==> config.mk <==
export PLATFORM = sky130hd
export DESIGN_NAME = mult_issue_ctrl
export DESIGN_NICKNAME = d
export VERILOG_FILES = /design/src/rtl/mult_issue_ctrl.sv
export SDC_FILE = /design/constraint.sdc
export NUM_CORES = 1
export LEC_CHECK = 0
export CORE_MARGIN = 2
export CORE_UTILIZATION = 38
export DETAILED_ROUTE_END_ITERATION = 12
export PLACE_DENSITY = 0.92
export SETUP_SLACK_MARGIN = 0.02
export SYNTH_ARGS = -nofsm -noshare
export SYNTH_HDL_FRONTEND = slang
export SYNTH_SLANG_ARGS = --single-unit
==> constraint.sdc <==
create_clock -name clk -period 2.1 [get_ports clk]
set_input_delay 0.42 -clock clk [delete_from_list [all_inputs] [get_ports clk]]
set_output_delay 0.42 -clock clk [all_outputs]
set_load 0.02 [all_outputs]
==> src/rtl/mult_issue_ctrl.sv <==
// mult_issue_ctrl: sequences one package from the issue/RF mult slot through the multi-cycle
// multiplier. It starts the multiplier, counts its latency, requests the shared writeback
// port, and pulses mult_done to reload the slot.
// Optional feature macro: MULT_PERF_CNT_EN (retirement and writeback-stall counters).
module mult_issue_ctrl #(
    parameter int unsigned PKG_W    = 66,
    parameter int unsigned MULT_LAT = 4,
    parameter int unsigned CNT_W    = 4
) (
    input  logic             clk,
    input  logic             rst_n,
    input  logic [PKG_W-1:0] mult_inst_pkg_in,
    input  logic             flush,
    input  logic             wb_grant,
    output logic             mult_start,
    output logic             mult_cancel,
    output logic [PKG_W-1:0] mult_pkg_out,
    output logic             wb_req,
    output logic             busy,
    output logic             mult_done,
    output logic [15:0]      perf_ops,
    output logic [15:0]      perf_wb_stall
);

    typedef enum logic [1:0] {StIdle, StBusy, StWaitWb} state_e;

    // Counter value loaded on accept; it is still at this value only in the first BUSY cycle.
    localparam logic [CNT_W-1:0] LatInit = CNT_W'(MULT_LAT - 1);

    state_e           r_state, w_state_nxt;
    logic [CNT_W-1:0] r_cnt, w_cnt_nxt;
    logic [PKG_W-1:0] r_pkg, w_pkg_nxt;

    // State, latency counter and held package registers
    always_ff @(posedge clk) begin
        if (!rst_n) begin
            r_state <= StIdle;
            r_cnt   <= '0;
            r_pkg   <= '0;
        end else begin
            r_state <= w_state_nxt;
            r_cnt   <= w_cnt_nxt;
            r_pkg   <= w_pkg_nxt;
        end
    end

    // Next-state logic and state-decoded outputs
    always_comb begin
        w_state_nxt = r_state;
        w_cnt_nxt   = r_cnt;
        w_pkg_nxt   = r_pkg;
        mult_start  = 1'b0;
        mult_cancel = 1'b0;
        wb_req      = 1'b0;
        case (r_state)
            StIdle: begin
                if (mult_inst_pkg_in[PKG_W-1] && !flush) begin
                    w_state_nxt = StBusy;
                    w_cnt_nxt   = LatInit;
                    w_pkg_nxt   = mult_inst_pkg_in;
                end
            end
            StBusy: begin
                mult_start = (r_cnt == LatInit);
                if (flush) begin
                    w_state_nxt          = StIdle;
                    w_pkg_nxt[PKG_W-1]   = 1'b0;
                    mult_cancel          = 1'b1;
                end else if (r_cnt == '0) begin
                    w_state_nxt = StWaitWb;
                end else begin
                    w_cnt_nxt = r_cnt - CNT_W'(1);
                end
            end
            StWaitWb: begin
                // Still asserted under flush; the arbiter ignores it in that cycle
                wb_req = 1'b1;
                if (flush || wb_grant) begin
                    w_state_nxt = StIdle;
                end
            end
            default: begin
                w_state_nxt = StIdle;
            end
        endcase
    end

    assign mult_pkg_out = r_pkg;
    assign busy         = (r_state != StIdle);
    // Flush reloads the slot even while idle
    assign mult_done    = flush | ((r_state == StWaitWb) & wb_grant);

`ifdef MULT_PERF_CNT_EN
    logic        w_retire;
    logic        w_stall;
    logic [15:0] r_perf_ops;
    logic [15:0] r_perf_wb_stall;

    assign w_retire = (r_state == StWaitWb) & wb_grant & ~flush;
    assign w_stall  = (r_state == StWaitWb) & ~wb_grant;

    // Saturating performance counters
    always_ff @(posedge clk) begin
        if (!rst_n) begin
            r_perf_ops      <= '0;
            r_perf_wb_stall <= '0;
        end else begin
            if (w_retire && (r_perf_ops != 16'hFFFF)) begin
                r_perf_ops <= r_perf_ops + 16'd1;
            end
            if (w_stall && (r_perf_wb_stall != 16'hFFFF)) begin
                r_perf_wb_stall <= r_perf_wb_stall + 16'd1;
            end
        end
    end

    assign perf_ops      = r_perf_ops;
    assign perf_wb_stall = r_perf_wb_stall;
`else
    assign perf_ops      = 16'h0000;
    assign perf_wb_stall = 16'h0000;
`endif

endmodule

==> results.cfg <==
[flow_run]
cap_viol_max_count = 0

[clock_tree]
clkSinkCount = 72
cts_tree = yes
cts.path.max_buffers = 2
cts_buffers = 9
cts_setup_buffers = 0
clk_latency_ps = 330
root_buffer = clkbuf_8
clkTransAtPathRegs_ps = 70
htreeDepth = 3

[synthesis]
synth_cell_types = 33
ys_seq_elements = 72
syn_area_sq_mm = 0.002933
ys.flop_type = dfxtp_1
synth_area_per_cell_sq_um = 8.035
netlist_instances = 365
yosysMostFrequentCell = nand2_1
ys.warnings.count = 0
synth_area_leader_cell = dfxtp_1
synth_top_area_share_pct = 49.15
yosysSeqAreaShare_pct = 49.15
synth_area_leaders = dfxtp_1 49%, nand2_1 17%, a21oi_1 11%, buf_4 9.0%, clkbuf_1 1.7%
synth_edf_count = 0
ys_top_cells_by_count = 131 x nand2_1, 72 x dfxtp_1, 67 x a21oi_1, 35 x buf_4, 13 x clkbuf_1
ys_async_sr_fraction_pct = 0

[pwr]
switchingPower_mw = 0.8332
p_int_mw = 2.298
pwr-share-comb_pct = 19.2
leakagePower_nw = 1.715
clkPwrFrac_pct = 33.9
p_per_area_mw_per_mm2 = 690.7
p_seq_share_pct = 46.9
peakVddDrop_v = 0.0003673
netSwitchingFraction_pct = 26.60

[global_routing]
grtUsageTotal_pct = 17.20
antenna_found_initial = 0
overflow = 0
grt_pass1_wl_mm = 11.96
grt_pass1_vias = 2715
grt_max_degree = 37

[placed_design]
dpl.hpwl_mm = 5.486
dp_cells = 592
place.gp.congestion = 0.8561
portBuffers = 140

[route]
ant_nets = 0
wirelength_mm = 7.381
drc = 0
num_vias = 2762
drt_first_pass_iters = 4
drtIter0Drc = 116
vias_per_cell = 4.550
wire_per_inst_um = 12.16

[die]
dieHeight_um = 91.85
start_util_pct = 38.55
fp.coreArea_sq_mm = 0.007607
die_w_um = 91.85
die-area_sq_mm = 0.008436
ioPinCount = 173
rows = 32

[setup_path]
endpoint_kind = primary output
cpPeakStageDelay_ps = 580
worstSetupPathType = primary input to primary output
path_cells = clkdlybuf4s50_1 -> and2_1 -> dlygate4sd2_1
path_max_fanout = 7
start_kind = primary input
required_ps = 1680
arrival_ps = 1490
cp_slowest_cell = clkdlybuf4s50_1

[cells_and_area]
fin_cells = 607
drive_gt1_share_pct = 6.733
antennaDiodeCount = 0
fill_cells = 663
nNetsFinal = 574
synthToLayoutAreaGrowth_pct = 54.61

[sta]
slew_violations = 0
period_share_pct = 91.14
skew_ps = 12.18
max_freq_mhz = 522.5
fin_crit_ps = 1914
setup_tns_ps = 0
finalHoldViolations = 0
rsz0062_at_grt = false
finalSetupViolCount = 0

[status]
status = complete, no violations

[hold_path]
hold_path.class = flip-flop to flip-flop
-- registers in the layout, indices dropped and copies added (netlist names) --
| name | flops |
|---|---|
| mult_pkg_out | 66 |
| r_cnt | 4 |
| r_state | 2 |
-- placed cells by master, fill, tap and decap left out, types with 2 or more instances in the layout --
master             n
nand2_1          131
clkbuf_8          10
buf_12             4
clkinvlp_4         3
or3b_2             2
a21oi_1           67
o211ai_1           2
conb_1            32
a211oi_1           4
inv_1              2
clkdlybuf4s50_1  135
nand4_1            4
dfxtp_1           72
dlygate4sd2_1      5
buf_4              7
ha_1               3
-- final cells by class --
class,instances,area [sq um],area share [%]
repair buffers,151,1528,33.69
flip-flops and latches,72,1441,31.79
multi-input cells,264,1231,27.15
clock buffers,10,137.6,3.035
well taps,102,127.6,2.815
clock inverters,5,57.56,1.269
inverters,3,11.26,0.2483
-- power by group through the flow --
stage | clock [mW] | sequential [mW] | combinational (mW)
floorplan | 0 | 1.57 | 0.273
CTS | 1.10 | 1.47 | 0.603
global placement | 0 | 1.50 | 0.591
finish | 1.06 | 1.47 | 0.601
detailed placement | 0 | 1.50 | 0.602
global route | 1.15 | 1.48 | 0.649
-- routing by layer --
| metal | track usage [%] | vias up | part of all wire, % |
|---|---|---|---|
| li1 | - | 1391 | - |
| met1 | 18.49 | 1252 | 40 |
| met2 | 32.17 | 113 | 52 |
| met3 | 4.437 | 6 | 7.6 |
| met4 | 6.343 | 0 | 0.88 |
| met5 | 0 | - | 0 |
-- path summary, 6_finish.rpt --
| path | start | cells after the start | slack [ps] | end |
|---|---|---|---|---|
| setup / recovery | flush | 3 | 190 | mult_cancel |
| hold / removal | mult_pkg_out[47] | 2 | 450 | mult_pkg_out[47] |
| setup reg to reg | r_state[1] | 5 | 240 | mult_pkg_out[5] |
| hold reg to reg | mult_pkg_out[47] | 2 | 450 | mult_pkg_out[47] |
-- critical path: cells and delay by family --
kind | cells | cell delay, ps
buf+inv | 2 | 910
simple gates | 1 | 150
-- timing repair --
| item | in CTS | in global routing |
|---|---|---|
| resized for setup | 7 | 0 |
| endpoints found under the setup margin | 5 | 0 |
| hold buffers | 0 | 0 |
-- metrics by stage --
step	cell area, sq um	util [%]	worst slack (ps)	total power, mW	hold slack (ps)
floorplan	3049	-	433.6	1.842	491.0
global placement	4338	57.02	-96.58	2.086	441.5
detailed placement	4338	57.02	-167.2	2.102	445.6
CTS	4534	59.61	159.0	3.171	456.6
global route	4534	59.61	116.2	3.280	481.1
finish	4534	59.61	186.1	3.132	453.5
-- cells by family after synthesis --
family	count (synthesis)	synth area share (%)
AND/OR/NAND/NOR	151	21.67
AO/OA/AOI/OAI	78	14.38
flip-flops	72	49.15
buffers and inverters	60	13.40
adder cells (fa/ha/maj)	3	1.280
other	1	0.1279
Note: power is estimated with default switching activity, not from simulation.
